File: src/rtl/mem_stage.sv
// mem_stage: memory-access stage between EX/MEM and MEM/WB.
// Issues one data-memory transaction per load/store over a valid/ready
// request bus, waits for the response, formats load data and registers
// the MEM/WB outputs. Non-memory ops pass through with 1-cycle latency.
// Optional build macro: MEM_MISALIGN_TRAP_EN (misaligned H/W accesses
// raise misalign_o instead of being issued to memory).
module mem_stage #(
    parameter int XLEN = 32
) (
    input  logic            clk,
    input  logic            rst,
    // EX/MEM register
    input  logic            ex_valid_i,
    input  logic [XLEN-1:0] ex_alu_result_i,
    input  logic [XLEN-1:0] ex_rs2_data_i,
    input  logic [4:0]      ex_rd_addr_i,
    input  logic            ex_reg_write_i,
    input  logic            ex_mem_read_i,
    input  logic            ex_mem_write_i,
    input  logic [2:0]      ex_funct3_i,
    output logic            stall_o,
    // data-memory bus
    output logic            dmem_req_valid_o,
    input  logic            dmem_req_ready_i,
    output logic [XLEN-1:0] dmem_addr_o,
    output logic            dmem_we_o,
    output logic [3:0]      dmem_be_o,
    output logic [XLEN-1:0] dmem_wdata_o,
    input  logic            dmem_rsp_valid_i,
    input  logic [XLEN-1:0] dmem_rdata_i,
    // MEM/WB register
    output logic            wb_valid_o,
    output logic [XLEN-1:0] wb_result_o,
    output logic [4:0]      wb_rd_addr_o,
    output logic            wb_reg_write_o,
    // misalignment trap
    output logic            misalign_o,
    output logic [XLEN-1:0] misalign_addr_o
);

    typedef enum logic [1:0] {
        ST_IDLE = 2'd0,
        ST_REQ  = 2'd1,
        ST_WAIT = 2'd2
    } state_t;

    state_t r_state;
    state_t w_state_nxt;

    // Latched request / instruction fields, held stable for the whole transaction
    logic [XLEN-1:0] r_addr;
    logic            r_we;
    logic [3:0]      r_be;
    logic [XLEN-1:0] r_wdata;
    logic [2:0]      r_funct3;
    logic [4:0]      r_rd;
    logic            r_reg_write;

    // MEM/WB registers
    logic            r_wb_valid;
    logic [XLEN-1:0] r_wb_result;
    logic [4:0]      r_wb_rd;
    logic            r_wb_reg_write;

    logic            w_mem_op;
    logic            w_misalign;
    logic            w_issue;
    logic            w_rsp;
    logic            w_stall;
    logic            w_req_valid;

    // Byte enables: funct3[1:0] gives the size (00 B, 01 H, otherwise W).
    function automatic logic [3:0] f_store_be(input logic [2:0] f3, input logic [1:0] off);
        logic [3:0] be;
        be = 4'b1111;
        case (f3[1:0])
            2'b00:   be = 4'b0001 << off;
            2'b01:   be = off[1] ? 4'b1100 : 4'b0011;
            default: be = 4'b1111;
        endcase
        return be;
    endfunction

    // Store data is replicated across all lanes so the byte enables alone pick the lane.
    function automatic logic [XLEN-1:0] f_store_wdata(input logic [2:0] f3, input logic [XLEN-1:0] d);
        logic [XLEN-1:0] wd;
        wd = d;
        case (f3[1:0])
            2'b00:   wd = {4{d[7:0]}};
            2'b01:   wd = {2{d[15:0]}};
            default: wd = d;
        endcase
        return wd;
    endfunction

    // Load formatting: shift the addressed lane down, then sign- or zero-extend.
    // Halfwords only look at off[1]; words ignore the offset entirely.
    function automatic logic [XLEN-1:0] f_load_format(input logic [2:0] f3, input logic [1:0] off,
                                                      input logic [XLEN-1:0] word);
        logic [XLEN-1:0] sh;
        logic [XLEN-1:0] res;
        sh  = word;
        res = word;
        case (f3[1:0])
            2'b00: begin
                sh  = word >> {off, 3'b000};
                res = f3[2] ? {24'h000000, sh[7:0]} : {{24{sh[7]}}, sh[7:0]};
            end
            2'b01: begin
                sh  = word >> {off[1], 4'b0000};
                res = f3[2] ? {16'h0000, sh[15:0]} : {{16{sh[15]}}, sh[15:0]};
            end
            default: res = word;
        endcase
        return res;
    endfunction

    // Halfword at an odd address or word at a non-multiple-of-4 address.
    function automatic logic f_misaligned(input logic [2:0] f3, input logic [1:0] off);
        logic mis;
        mis = 1'b0;
        case (f3[1:0])
            2'b00:   mis = 1'b0;
            2'b01:   mis = off[0];
            default: mis = (off != 2'b00);
        endcase
        return mis;
    endfunction

    assign w_mem_op = ex_valid_i & (ex_mem_read_i | ex_mem_write_i);

`ifdef MEM_MISALIGN_TRAP_EN
    assign w_misalign = w_mem_op & f_misaligned(ex_funct3_i, ex_alu_result_i[1:0]);
`else
    assign w_misalign = 1'b0;
`endif

    assign w_issue = w_mem_op & ~w_misalign;
    // The response is only meaningful while waiting; a late one after an abort is dropped.
    assign w_rsp   = (r_state == ST_WAIT) & dmem_rsp_valid_i;

    // Next-state, stall and request-valid decode
    always_comb begin
        w_state_nxt = r_state;
        w_stall     = 1'b0;
        w_req_valid = 1'b0;
        case (r_state)
            ST_IDLE: begin
                if (w_issue) begin
                    w_stall     = 1'b1;
                    w_state_nxt = ST_REQ;
                end
            end
            ST_REQ: begin
                w_stall     = 1'b1;
                w_req_valid = 1'b1;
                if (dmem_req_ready_i) begin
                    w_state_nxt = ST_WAIT;
                end
            end
            ST_WAIT: begin
                // Release upstream in the response cycle so the next instruction
                // arrives exactly as this one retires into MEM/WB.
                if (w_rsp) begin
                    w_state_nxt = ST_IDLE;
                end else begin
                    w_stall = 1'b1;
                end
            end
            default: begin
                w_state_nxt = ST_IDLE;
            end
        endcase
    end

    // State register
    always_ff @(posedge clk) begin
        if (rst) begin
            r_state <= ST_IDLE;
        end else begin
            r_state <= w_state_nxt;
        end
    end

    // Capture the request fields when a memory op is accepted from EX/MEM
    always_ff @(posedge clk) begin
        if (rst) begin
            r_addr      <= '0;
            r_we        <= 1'b0;
            r_be        <= 4'b0000;
            r_wdata     <= '0;
            r_funct3    <= 3'b000;
            r_rd        <= 5'd0;
            r_reg_write <= 1'b0;
        end else if ((r_state == ST_IDLE) && w_issue) begin
            r_addr      <= ex_alu_result_i;
            r_we        <= ex_mem_write_i;
            r_be        <= ex_mem_write_i ? f_store_be(ex_funct3_i, ex_alu_result_i[1:0]) : 4'b1111;
            r_wdata     <= f_store_wdata(ex_funct3_i, ex_rs2_data_i);
            r_funct3    <= ex_funct3_i;
            r_rd        <= ex_rd_addr_i;
            r_reg_write <= ex_reg_write_i;
        end
    end

    // MEM/WB register: pass-through in IDLE, bubble while a transaction is open, retire on response
    always_ff @(posedge clk) begin
        if (rst) begin
            r_wb_valid     <= 1'b0;
            r_wb_result    <= '0;
            r_wb_rd        <= 5'd0;
            r_wb_reg_write <= 1'b0;
        end else begin
            case (r_state)
                ST_IDLE: begin
                    if (w_mem_op) begin
                        r_wb_valid     <= 1'b0;
                        r_wb_reg_write <= 1'b0;
                    end else begin
                        r_wb_valid     <= ex_valid_i;
                        r_wb_result    <= ex_alu_result_i;
                        r_wb_rd        <= ex_rd_addr_i;
                        r_wb_reg_write <= ex_valid_i & ex_reg_write_i;
                    end
                end
                ST_WAIT: begin
                    if (w_rsp) begin
                        r_wb_valid     <= 1'b1;
                        r_wb_result    <= r_we ? r_addr : f_load_format(r_funct3, r_addr[1:0], dmem_rdata_i);
                        r_wb_rd        <= r_rd;
                        // Stores retire without a register write.
                        r_wb_reg_write <= r_reg_write & ~r_we;
                    end else begin
                        r_wb_valid     <= 1'b0;
                        r_wb_reg_write <= 1'b0;
                    end
                end
                default: begin
                    r_wb_valid     <= 1'b0;
                    r_wb_reg_write <= 1'b0;
                end
            endcase
        end
    end

`ifdef MEM_MISALIGN_TRAP_EN
    logic            r_misalign;
    logic [XLEN-1:0] r_misalign_addr;

    // One-cycle trap pulse; the offending address is held until the next trap
    always_ff @(posedge clk) begin
        if (rst) begin
            r_misalign      <= 1'b0;
            r_misalign_addr <= '0;
        end else begin
            r_misalign <= (r_state == ST_IDLE) & w_misalign;
            if ((r_state == ST_IDLE) && w_misalign) begin
                r_misalign_addr <= ex_alu_result_i;
            end
        end
    end

    assign misalign_o      = r_misalign;
    assign misalign_addr_o = r_misalign_addr;
`else
    assign misalign_o      = 1'b0;
    assign misalign_addr_o = '0;
`endif

    assign stall_o          = w_stall;
    assign dmem_req_valid_o = w_req_valid;
    assign dmem_addr_o      = {r_addr[XLEN-1:2], 2'b00};
    assign dmem_we_o        = r_we;
    assign dmem_be_o        = r_be;
    assign dmem_wdata_o     = r_wdata;

    assign wb_valid_o     = r_wb_valid;
    assign wb_result_o    = r_wb_result;
    assign wb_rd_addr_o   = r_wb_rd;
    assign wb_reg_write_o = r_wb_reg_write;

endmodule

File: config.mk
export PLATFORM = sky130hd
export DESIGN_NAME = mem_stage
export DESIGN_NICKNAME = d
export VERILOG_FILES = /design/src/rtl/mem_stage.sv
export SDC_FILE = /design/constraint.sdc
export NUM_CORES = 1
export LEC_CHECK = 0
export CORE_MARGIN = 3
export CORE_UTILIZATION = 48
export DETAILED_ROUTE_END_ITERATION = 7
export PLACE_DENSITY_LB_ADDON = 0.3
export SLEW_MARGIN = 20
export SYNTH_ARGS = -nofsm -noshare
export SYNTH_HDL_FRONTEND = slang
export SYNTH_SLANG_ARGS = --single-unit
export TNS_END_PERCENT = 100
File: constraint.sdc
create_clock -name clk -period 4.1 [get_ports clk]
set_input_delay 0.41 -clock clk [delete_from_list [all_inputs] [get_ports clk]]
set_output_delay 0.41 -clock clk [all_outputs]
set_load 0.03 [all_outputs]
# Yosys cells after proc, flatten, opt, wreduce, memory -nomap -nowiden
# Index checks and enable logic that the tools add are counted.
[totals]
reg_bits = 119
out_inout_bits = 143
input_bits = 112
elab_cells = 64
[classes]
n_reduce_logical = 7
eq_ne = 8
shifts = 3
mux = 28
n_bitwise = 6
[ops]
columns = ["cell", "n"]
rows = [
  ["$pmux W32 S2", 3],
  ["$mux W32", 5],
  ["$shr A32 B5 Y16", 1],
  ["$shr A32 B5 Y8", 1],
  ["$mux W5", 2],
  ["$pmux W5 S2", 1],
  ["$mux W4", 2],
  ["$ne A2 B2 Y1 const B", 4],
  ["$pmux W4 S2", 1],
  ["$mux W1", 7],
  ["$eq A2 B1 Y1 const B", 3],
  ["$logic_not A2 Y1", 3],
  ["$mux W2", 3],
  ["$pmux W2 S3", 1],
  ["$reduce_and A3 Y1", 2],
  ["$and A1 B1 Y1", 4],
  ["$pmux W1 S2", 2],
  ["$shl A1 B2 Y4 const A", 1],
  ["$pmux W1 S3", 1],
  ["$eq A2 B2 Y1 const B", 1],
  ["$reduce_bool A2 Y1", 1],
  ["$logic_and A1 B1 Y1", 1],
  ["$not A1 Y1", 1],
  ["$or A1 B1 Y1", 1],
]

# Longest topological paths before layout
[depth]
word_depth = 6
mapped_depth = 7
ltp_nobuf = 4

# Worst setup path after synthesis
# OpenSTA, ideal clock, no wires.
[synth_path]
kind = "input -> output"
start = "input port ex_valid_i"
end = "output port stall_o"
stages = 4
arrival_time_ns = 1.374
path_buffers = 1
setup_slack_ns = 2.316
required_ns = 3.690
cell_sequence = "nor3b_2 nor2b_1 buf_2 or3_1"
[synth_between]
elab_chain_cells = 3
[synth_rtl]
columns = ["item", "line_no", "rtl"]
rows = [
  ["from (decl)", "13", "input logic ex_valid_i,"],
  ["$and A1 B1 Y1", "130", "assign w_mem_op = ex_valid_i & (ex_mem_read_i | ex_mem_write_i);"],
  ["$mux W1", "149", "if (w_issue) begin"],
  ["$pmux W1 S3", "147", "case (r_state)"],
  ["to (decl)", "21", "output logic stall_o,"],
]
# No other way between the ends.

# Worst setup path in the final report
[layout_path]
start = "register r_state[0]"
end = "output port stall_o"
[layout_between]
elab_chain_cells = 4
elab_cells_between_ends = 6
cone_classes = "eq/ne: 2; mux: 2; bitwise: 1; reduce/logical: 1"
[layout_rtl]
columns = ["item", "line_no", "rtl"]
rows = [
  ["from (decl)", "47", "state_t r_state;"],
  ["from (signal assigned)", "181", "r_state <= w_state_nxt;"],
  ["$eq A2 B2 Y1", "140, 147", ""],
  ["$and A1 B1 Y1", "140", "assign w_rsp = (r_state == ST_WAIT) & dmem_rsp_valid_i;"],
  ["$mux W1", "164", "if (w_rsp) begin"],
  ["$pmux W1 S3 (*)", "147", ""],
]
# Mark *: on every way between the ends. The rest lies on a longest branch, timed or not.

==> results.cfg <==
[outcome]
status = complete, no violations

[clock_tree]
cts_max_level = 4
clk-insertion-delay-late_ns = 0.42
post_cts_buffers = 0
cts_sinks = 119
ctsResizeCount = 0
cts_buffers = 17
cts-root-buf = clkbuf_16
holdBufCountCts = 0
cts_tree = yes
clockBufferDepth = 2
path_clk_slew_ns = 0.05

[synth]
synth_warnings = 0
syn-cell-area_um2 = 6387
synthCells = 803
synth.avg_cell_area_um2 = 7.954
synth_edf_count = 0
ys_seq_area_frac = 0.3730
yosysUniqueCellTypes = 48
async_reset_ff_frac = 0
ys_ff_latch = 119
ys.flop_type = dfxtp_1

[worst_hold_path]
hp-class = flop to flop

[placed_design]
dpl_cell_area_um2 = 8238
gp_congestion = 0.9174
place_ws_ns = 1.337
dp_hpwl_mm = 14.39
port-buffer-count = 219

[setup_path]
slowest_delay_ns = 0.60
r2r_setup_slack_ns = 1.47
cp-end-kind = output pin
cpMaxStageDelayCell = clkdlybuf4s50_1
crit_fanout = 45
critical_path_arrival_ns = 2.45
worstPathRequired_ns = 3.69
startpoint_type = flop
crit_chain = nand2b_2 -> buf_4 -> nor2_1 -> or3_1 -> clkdlybuf4s50_1
path_class = flop to output pin

[global_route]
grt_antenna_before_repair = 1
overflow = 0
grt_usage = 0.2786
grt_max_degree = 94
grt_first_pass_wirelength_mm = 32.14
grt_pass1_vias = 5936

[cells_and_area]
regArea_um2 = 2382
layout_common_cells = clkdlybuf4s50_1, nand2_1, dfxtp_1
multi_input_area_um2 = 3342
final_common_cell = clkdlybuf4s50_1
postLayoutCellArea_um2 = 8828
nets = 1064
syn2layout_area_growth_pct = 38.22
drive_gt1_frac = 0.06743
fillCellCount = 1075

[floorplanning]
fp.dieH_um = 121.4
ios = 255
start_util = 0.4980
fp.dieW_um = 121.4
core-area_um2 = 12820
dieArea_um2 = 14730
num_rows = 41

[timing]
finalCriticalPeriod_ns = 2.865
skew_ns = 0.005861
rsz0062_at_grt = false
hold_viol_final = 0
worst_slack_ns = 1.235
finalSetupTns_ns = 0
whs_ns = 0.4555
slew_violations = 0
max_slew_margin = 0.2481
finalCritPeriodShare = 0.6988
finalSetupViolations = 0
worst_pin_slew_ns = 1.127
fmax_ghz = 0.3490

[drt]
wl_per_cell_um = 18.69
firstDrtPassIters = 5
first_iter_violations = 614
final_antenna_net_count = 0
viasPerCell = 5.725
wl_mm = 21.25
num_vias = 6509
drc = 0

[power_and_ir_drop]
ir_worst_vdd_mv = 0.2812
leakagePower_uw = 0.003275
powerDensity_nw_per_um2 = 427.7
total_power_uw = 3776

[run]
maxCapViolCount = 0
cells by family after synthesis:
| logic type | Yosys count | share of synthesized area |
|---|---|---|
| simple gates | 288 | 0.1975 |
| flops | 119 | 0.3730 |
| buf+inv | 140 | 0.1275 |
| other cells | 1 | 0.0005871 |
| compound gates | 222 | 0.2484 |
| mux | 33 | 0.05309 |
per-stage QoR:
step                      instances  utilization
final                          1137       0.6884
after global routing           1137       0.6884
after CTS                      1136       0.6882
after detailed placement       1105       0.6423
after global placement         1105       0.6423
after floorplan                 837            -
registers in the layout (all words and copies together), names as in the netlist, 2 cells and up:
| register | flops |
|---|---|
| r_rd | 5 |
| dmem_wdata_o | 32 |
| r_state | 2 |
| r_funct3 | 3 |
| wb_rd_addr_o | 5 |
| dmem_be_o | 4 |
| r_addr | 32 |
| wb_result_o | 32 |
critical path: cells and delay by family, from the launching register on:
kind | cells | cell delay [ns]
and+or+nand+nor | 3 | 0.60
DFF | 1 | 0.41
buffers and inverters | 2 | 1.02
final timing paths:
path               startpoint              end  cells past startpoint
setup / recovery   r_state[0]          stall_o                      5
hold / removal        r_rd[2]          r_rd[2]                      2
setup reg to reg  r_funct3[1]  wb_result_o[17]                      5
hold reg to reg       r_rd[2]          r_rd[2]                      2
where the power goes:
part	switching [uW]	internal, uW	leakage [uW]
logic	560	383	0.00200
clock network	528	976	0.000292
registers	74.8	1250	0.000980
area by class of cell:
| class | instances | area share |
|---|---|---|
| Antenna cell | 1 | 0.0002834 |
| Clock buffer | 21 | 0.05215 |
| Clock inverter | 10 | 0.01446 |
| Inverter | 5 | 0.002126 |
| Multi-Input combinational cell | 578 | 0.3785 |
| Sequential cell | 119 | 0.2698 |
| Tap cell | 172 | 0.02438 |
| Timing Repair Buffer | 231 | 0.2582 |
per-layer routing:
layer,wire length (um),track usage
met1,8490,0.3547
met2,9808,0.4325
met3,2172,0.08811
met4,778,0.1225
met5,0,0
Yosys cell counts, types with 2 or more instances:
cell type	instances	area, um^2
mux2_2	7	78.83
nor2_1	62	232.7
dfxtp_1	119	2382
nand2_1	156	585.6
a221oi_1	2	17.52
nor3_1	8	40.04
and3_1	22	137.6
clkbuf_1	39	146.4
o21ai_0	21	105.1
a22o_1	2	17.52
buf_4	66	495.5
or3_1	4	25.02
a311oi_1	30	262.8
o2111ai_1	17	148.9
inv_1	5	18.77
nand2b_1	24	150.1
a21oi_1	82	410.4
mux2i_1	26	260.3
a22oi_1	6	45.04
a221o_1	5	50.05
o211ai_1	6	45.04
o221ai_1	11	96.34
a2111oi_2	6	90.09
a211oi_1	20	150.1
buf_2	27	135.1
nor2b_1	4	25.02
buf_1	2	7.510
nand3b_1	2	15.01
a31oi_1	2	12.51
a222oi_1	2	20.02
(Power assumes the default switching activity.)
